File: src/rtl/pipelined_chunked_add.sv
// Pipelined adder/subtractor that resolves one chunk_width-bit slice per stage.
// Each stage keeps the finished low result bits, the not-yet-summed upper operand
// bits and the ripple carry, so num_chunks operations can be in flight at once.
module pipelined_chunked_add #(
    parameter int unsigned width       = 32,
    parameter int unsigned chunk_width = 8
) (
    input  logic             clk,
    input  logic             rst,
    input  logic             in_valid,
    output logic             in_ready,
    input  logic [width-1:0] a,
    input  logic [width-1:0] b,
    input  logic             sub,
    output logic             out_valid,
    input  logic             out_ready,
    output logic [width-1:0] out,
    output logic             carry_out
);

    localparam int unsigned num_chunks = width / chunk_width;
    localparam int unsigned sum_w      = chunk_width + 1;

    for (genvar s = 0; s < int'(num_chunks); s++) begin : g_stage
        // Operand bits still to be summed when entering this stage, and result bits done after it
        localparam int unsigned in_w  = width - s * chunk_width;
        localparam int unsigned res_w = (s + 1) * chunk_width;

        logic             valid_q;
        logic             carry_q;
        logic [res_w-1:0] res_q;
        logic             load;
        logic             down_ready;
        logic             src_valid;
        logic [in_w-1:0]  a_in;
        logic [in_w-1:0]  b_in;
        logic             cin;
        logic [sum_w-1:0] sum;
        logic [res_w-1:0] res_next;

        // Source of this stage: the block inputs for stage 0, the previous stage otherwise
        if (s == 0) begin : g_src
            assign src_valid = in_valid && in_ready;
            assign a_in      = a;
            assign b_in      = sub ? ~b : b;
            assign cin       = sub;
            assign res_next  = sum[chunk_width-1:0];
        end else begin : g_src
            assign src_valid = g_stage[s-1].valid_q;
            assign a_in      = g_stage[s-1].g_rem.a_q;
            assign b_in      = g_stage[s-1].g_rem.b_q;
            assign cin       = g_stage[s-1].carry_q;
            assign res_next  = {sum[chunk_width-1:0], g_stage[s-1].res_q};
        end

        // Downstream acceptance: the consumer for the last stage, the next stage's load otherwise
        if (s == int'(num_chunks) - 1) begin : g_down
            assign down_ready = out_ready;
        end else begin : g_down
            assign down_ready = g_stage[s+1].load;
        end

        // Stage takes new contents when empty or when its current contents move on
        assign load = !valid_q || down_ready;

        // Chunk sum of the lowest remaining operand slice plus the incoming carry
        assign sum = {1'b0, a_in[chunk_width-1:0]} + {1'b0, b_in[chunk_width-1:0]} + sum_w'(cin);

        // Upper operand slices carried forward for the stages still to come
        if (s < int'(num_chunks) - 1) begin : g_rem
            logic [in_w-chunk_width-1:0] a_q;
            logic [in_w-chunk_width-1:0] b_q;

            // Operand remainder register
            always_ff @(posedge clk) begin
                if (rst) begin
                    a_q <= '0;
                    b_q <= '0;
                end else if (load && src_valid) begin
                    a_q <= a_in[in_w-1:chunk_width];
                    b_q <= b_in[in_w-1:chunk_width];
                end
            end
        end

        // Stage valid, accumulated result and carry register
        always_ff @(posedge clk) begin
            if (rst) begin
                valid_q <= 1'b0;
                carry_q <= 1'b0;
                res_q   <= '0;
            end else if (load) begin
                valid_q <= src_valid;
                if (src_valid) begin
                    res_q   <= res_next;
                    carry_q <= sum[chunk_width];
                end
            end
        end
    end

    // Stage 0 accepts when it can load; nothing is taken while reset is asserted
    assign in_ready  = !rst && g_stage[0].load;

    // Result side comes straight from the last stage's registers
    assign out_valid = g_stage[num_chunks-1].valid_q;
    assign out       = g_stage[num_chunks-1].res_q;
    assign carry_out = g_stage[num_chunks-1].carry_q;

endmodule

File: config.mk
export PLATFORM = sky130hd
export DESIGN_NAME = pipelined_chunked_add
export DESIGN_NICKNAME = d
export VERILOG_FILES = /design/src/rtl/pipelined_chunked_add.sv
export SDC_FILE = /design/constraint.sdc
export NUM_CORES = 1
export LEC_CHECK = 0
export CORE_UTILIZATION = 55
export CTS_CLUSTER_SIZE = 28
export DETAILED_ROUTE_END_ITERATION = 8
export GPL_ROUTABILITY_DRIVEN = 1
export PLACE_DENSITY = 0.92
export SLEW_MARGIN = 20
export SYNTH_ARGS = -nofsm -noshare
export SYNTH_HDL_FRONTEND = slang
export SYNTH_SLANG_ARGS = --single-unit
File: constraint.sdc
create_clock -name clk -period 3.28 [get_ports clk]
set_input_delay 0.656 -clock clk [delete_from_list [all_inputs] [get_ports clk]]
set_output_delay 0.656 -clock clk [all_outputs]
set_load 0.1 [all_outputs]
==> impl_metrics.json <==
{
  "design_area_sq_mm": 0.00940,
  "wl_met1_mm": 8.08,
  "grt_max_degree": 88,
  "drc": 0,
  "viasPerCell": 5.70,
  "finalCritPeriodShare_pct": 84.9,
  "ys_async_sr_fraction_pct": 0,
  "io_pins": 104,
  "grt_use_total_pct": 27.6,
  "fin_tns_setup_ns": 0,
  "numCtsBuffers": 17,
  "finalNetCount": 1107,
  "cts.sinks": 184,
  "dp_slack_ns": 0.579,
  "clk_path_buf_depth": 2,
  "crit_required_ns": 2.62,
  "placed_area_sq_mm": 0.00877,
  "synth_seq_cells": 184,
  "ys.flop_type": "dfxtp_1",
  "crit_chain": "clkdlybuf4s50_1, and3b_1, a31oi_2, buf_12",
  "yosys_warnings": 0,
  "path_clk_slew_ns": 0.07,
  "status": "finished, final reports clean",
  "die_x_um": 120,
  "cts.hold.buffers_added": 0,
  "syn-instance-count": 931,
  "antenna_found_initial": 0,
  "cp_slowest_cell": "clkdlybuf4s50_1",
  "cts_tree": "yes",
  "syn_to_final_growth_pct": 21.7,
  "fin_crit_ns": 2.78,
  "route.met3.wl_mm": 1.50,
  "crit_family": "buffers and inverters",
  "initial_core_util_pct": 57.4,
  "core-area_sq_mm": 0.0135,
  "met2_length_mm": 8.81,
  "dpl.hpwl_mm": 12.9,
  "synth_cell_types": 49,
  "first_pass_iters": 5,
  "worst_slack_ns": 0.497,
  "die_area_sq_mm": 0.0145,
  "grt_pass1_wl_mm": 31.3,
  "final_antenna_net_count": 0,
  "synth-edff-count": 0,
  "maxSlewViolCount": 0,
  "synth_seq_area_share_pct": 47.7,
  "worst_slew_pin_slew_ns": 0.881,
  "syn_nets": 1035,
  "drive_above_1_share_pct": 8.86,
  "cts_setup_buffers": 0,
  "drtIter0Drc": 780,
  "p_leak_nw": 3.69,
  "max-slew-margin-rel_pct": 41.3,
  "cts_root_buffer": "clkbuf_16",
  "io_buffers": 103,
  "rsz0062_at_grt": "no",
  "routed.top_layer": "met4",
  "wl_per_cell_um": 16.0,
  "fmax_mhz": 359,
  "rows": 42,
  "antenna_cells": 0,
  "htree_levels": 4,
  "grt_pass1_vias": 6457,
  "syn-cell-area_sq_mm": 0.00772,
  "start_kind": "input port",
  "crit_buf_inv": 2,
  "max_stage_delay_ns": 0.56,
  "avgSynthCellArea_sq_um": 8.29,
  "hold_viol": 0,
  "vias": 6789,
  "fin_skew_ns": 0.00993,
  "arrival_ns": 2.13,
  "critPathKind": "in2out",
  "drt_wl_total_mm": 19.1,
  "crit_fanout": 4,
  "pwr_density_cell_mw_per_mm2": 540,
  "finalWeightedCongestion": 0.846,
  "clock_latency_ns": 0.43,
  "peakVddDrop_mv": 0.439,
  "cts.repair.resized": 0,
  "die_h_um": 120,
  "setup_viol": 0,
  "maxCapViolations": 0,
  "overflow": 0,
  "end_kind": "primary output",
  "hold_path_class": "reg2reg"
}
-- metal layers --
layer	GRT usage (%)	vias to the layer above
li1	-	3292
met5	0	-
met1	35.5	3089
met3	5.94	58
met2	44.1	350
met4	13.1	0
-- kinds of logic after synthesis --
kind of cell    count (synthesis)  synth area share (%)
xor+xnor                       44                  4.99
simple gates                  385                  21.1
mux                             2                 0.259
fa+ha+maj                      35                  6.35
flops                         184                  47.7
compound gates                210                  15.7
buf+inv                        71                  3.91
-- cell usage in the layout (no fill, tap or decap), types with 7 or more instances in the layout --
cell	synthesis	layout
nand2_1	273	273
dfxtp_1	184	184
a21oi_1	124	124
clkdlybuf4s50_1	0	66
nand3_1	55	55
buf_4	2	48
xnor2_1	34	34
o21ai_0	32	32
ha_1	28	28
nor2_1	20	20
clkbuf_16	0	17
xor2_1	10	10
nor3_1	8	8
a21o_1	7	7
nor4b_1	7	7
fa_1	7	7
-- cell type report --
cell class / count / area, sq um
Multi-Input combinational cell: 676 / 3760
Timing Repair Buffer: 118 / 1090
Tap cell: 176 / 220
Clock buffer: 17 / 425
Sequential cell: 184 / 3680
Fill cell: 986 / 4060
Clock inverter: 15 / 200
Inverter: 6 / 22.5
-- state kept, by name, summed over array words and instances, names as in the netlist --
| register | cells |
|---|---|
| carry_out | 1 |
| g_stage.carry_q | 3 |
| g_stage.g_rem.a_q | 48 |
| g_stage.g_rem.b_q | 48 |
| g_stage.res_q | 48 |
| g_stage.valid_q | 3 |
| out | 32 |
| out_valid | 1 |
-- worst paths after layout --
kind	start	to	slack (ns)	cells after the start
setup reg to reg	g_stage[2].carry_q	carry_out	0.74	7
hold / removal	g_stage[1].g_rem.a_q[12]	g_stage[2].g_rem.a_q[4]	0.45	2
hold reg to reg	g_stage[1].g_rem.a_q[12]	g_stage[2].g_rem.a_q[4]	0.45	2
setup / recovery	out_ready	in_ready	0.50	4
-- Yosys cell counts, types with 4 or more instances --
| library cell | number | area (sq um) |
|---|---|---|
| nor4b_1 | 7 | 61.3 |
| o21a_1 | 6 | 45.0 |
| a21o_1 | 7 | 52.6 |
| nand3_1 | 55 | 275 |
| a211oi_1 | 6 | 45.0 |
| a311o_1 | 5 | 50.1 |
| xnor2_1 | 34 | 298 |
| and3_1 | 4 | 25.0 |
| xor2_1 | 10 | 87.6 |
| nor2_1 | 20 | 75.1 |
| inv_1 | 6 | 22.5 |
| dfxtp_1 | 184 | 3680 |
| buf_2 | 22 | 110 |
| o211ai_1 | 5 | 37.5 |
| fa_1 | 7 | 140 |
| a21oi_1 | 124 | 621 |
| nor4_1 | 5 | 31.3 |
| clkbuf_1 | 38 | 143 |
| o21ai_0 | 32 | 160 |
| nor3_1 | 8 | 40.0 |
| ha_1 | 28 | 350 |
| a211o_1 | 6 | 52.6 |
| nand2_1 | 273 | 1020 |
-- power by group --
| group | switching, W | leakage, nW | total, W | internal (W) |
|---|---|---|---|---|
| sequential | 0.0000731 | 1.50 | 0.00240 | 0.00233 |
| clock | 0.000872 | 0.296 | 0.00215 | 0.00128 |
| combinational | 0.000295 | 1.90 | 0.000526 | 0.000231 |
| total | 0.00124 | 3.69 | 0.00508 | 0.00384 |
-- worst register-to-register path: cells and delay by family (launching register included) --
family / cells / cell delay (ns)
flops: 1 / 0.34
fa+ha+maj: 2 / 0.91
compound gates: 4 / 1.05
simple gates: 1 / 0.09
-- per-stage QoR --
stage          util, %  instances  hold slack [ns]  power, W
4_1_cts           69.8       1192            0.456   0.00508
2_1_floorplan        -        931            0.427   0.00275
5_1_grt           69.8       1192            0.468   0.00525
3_3_place_gp      65.2       1160            0.439   0.00293
6_report          69.8       1192            0.452   0.00508
3_5_place_dp      65.2       1160            0.446   0.00295
Power figures use the tool's default switching activity.
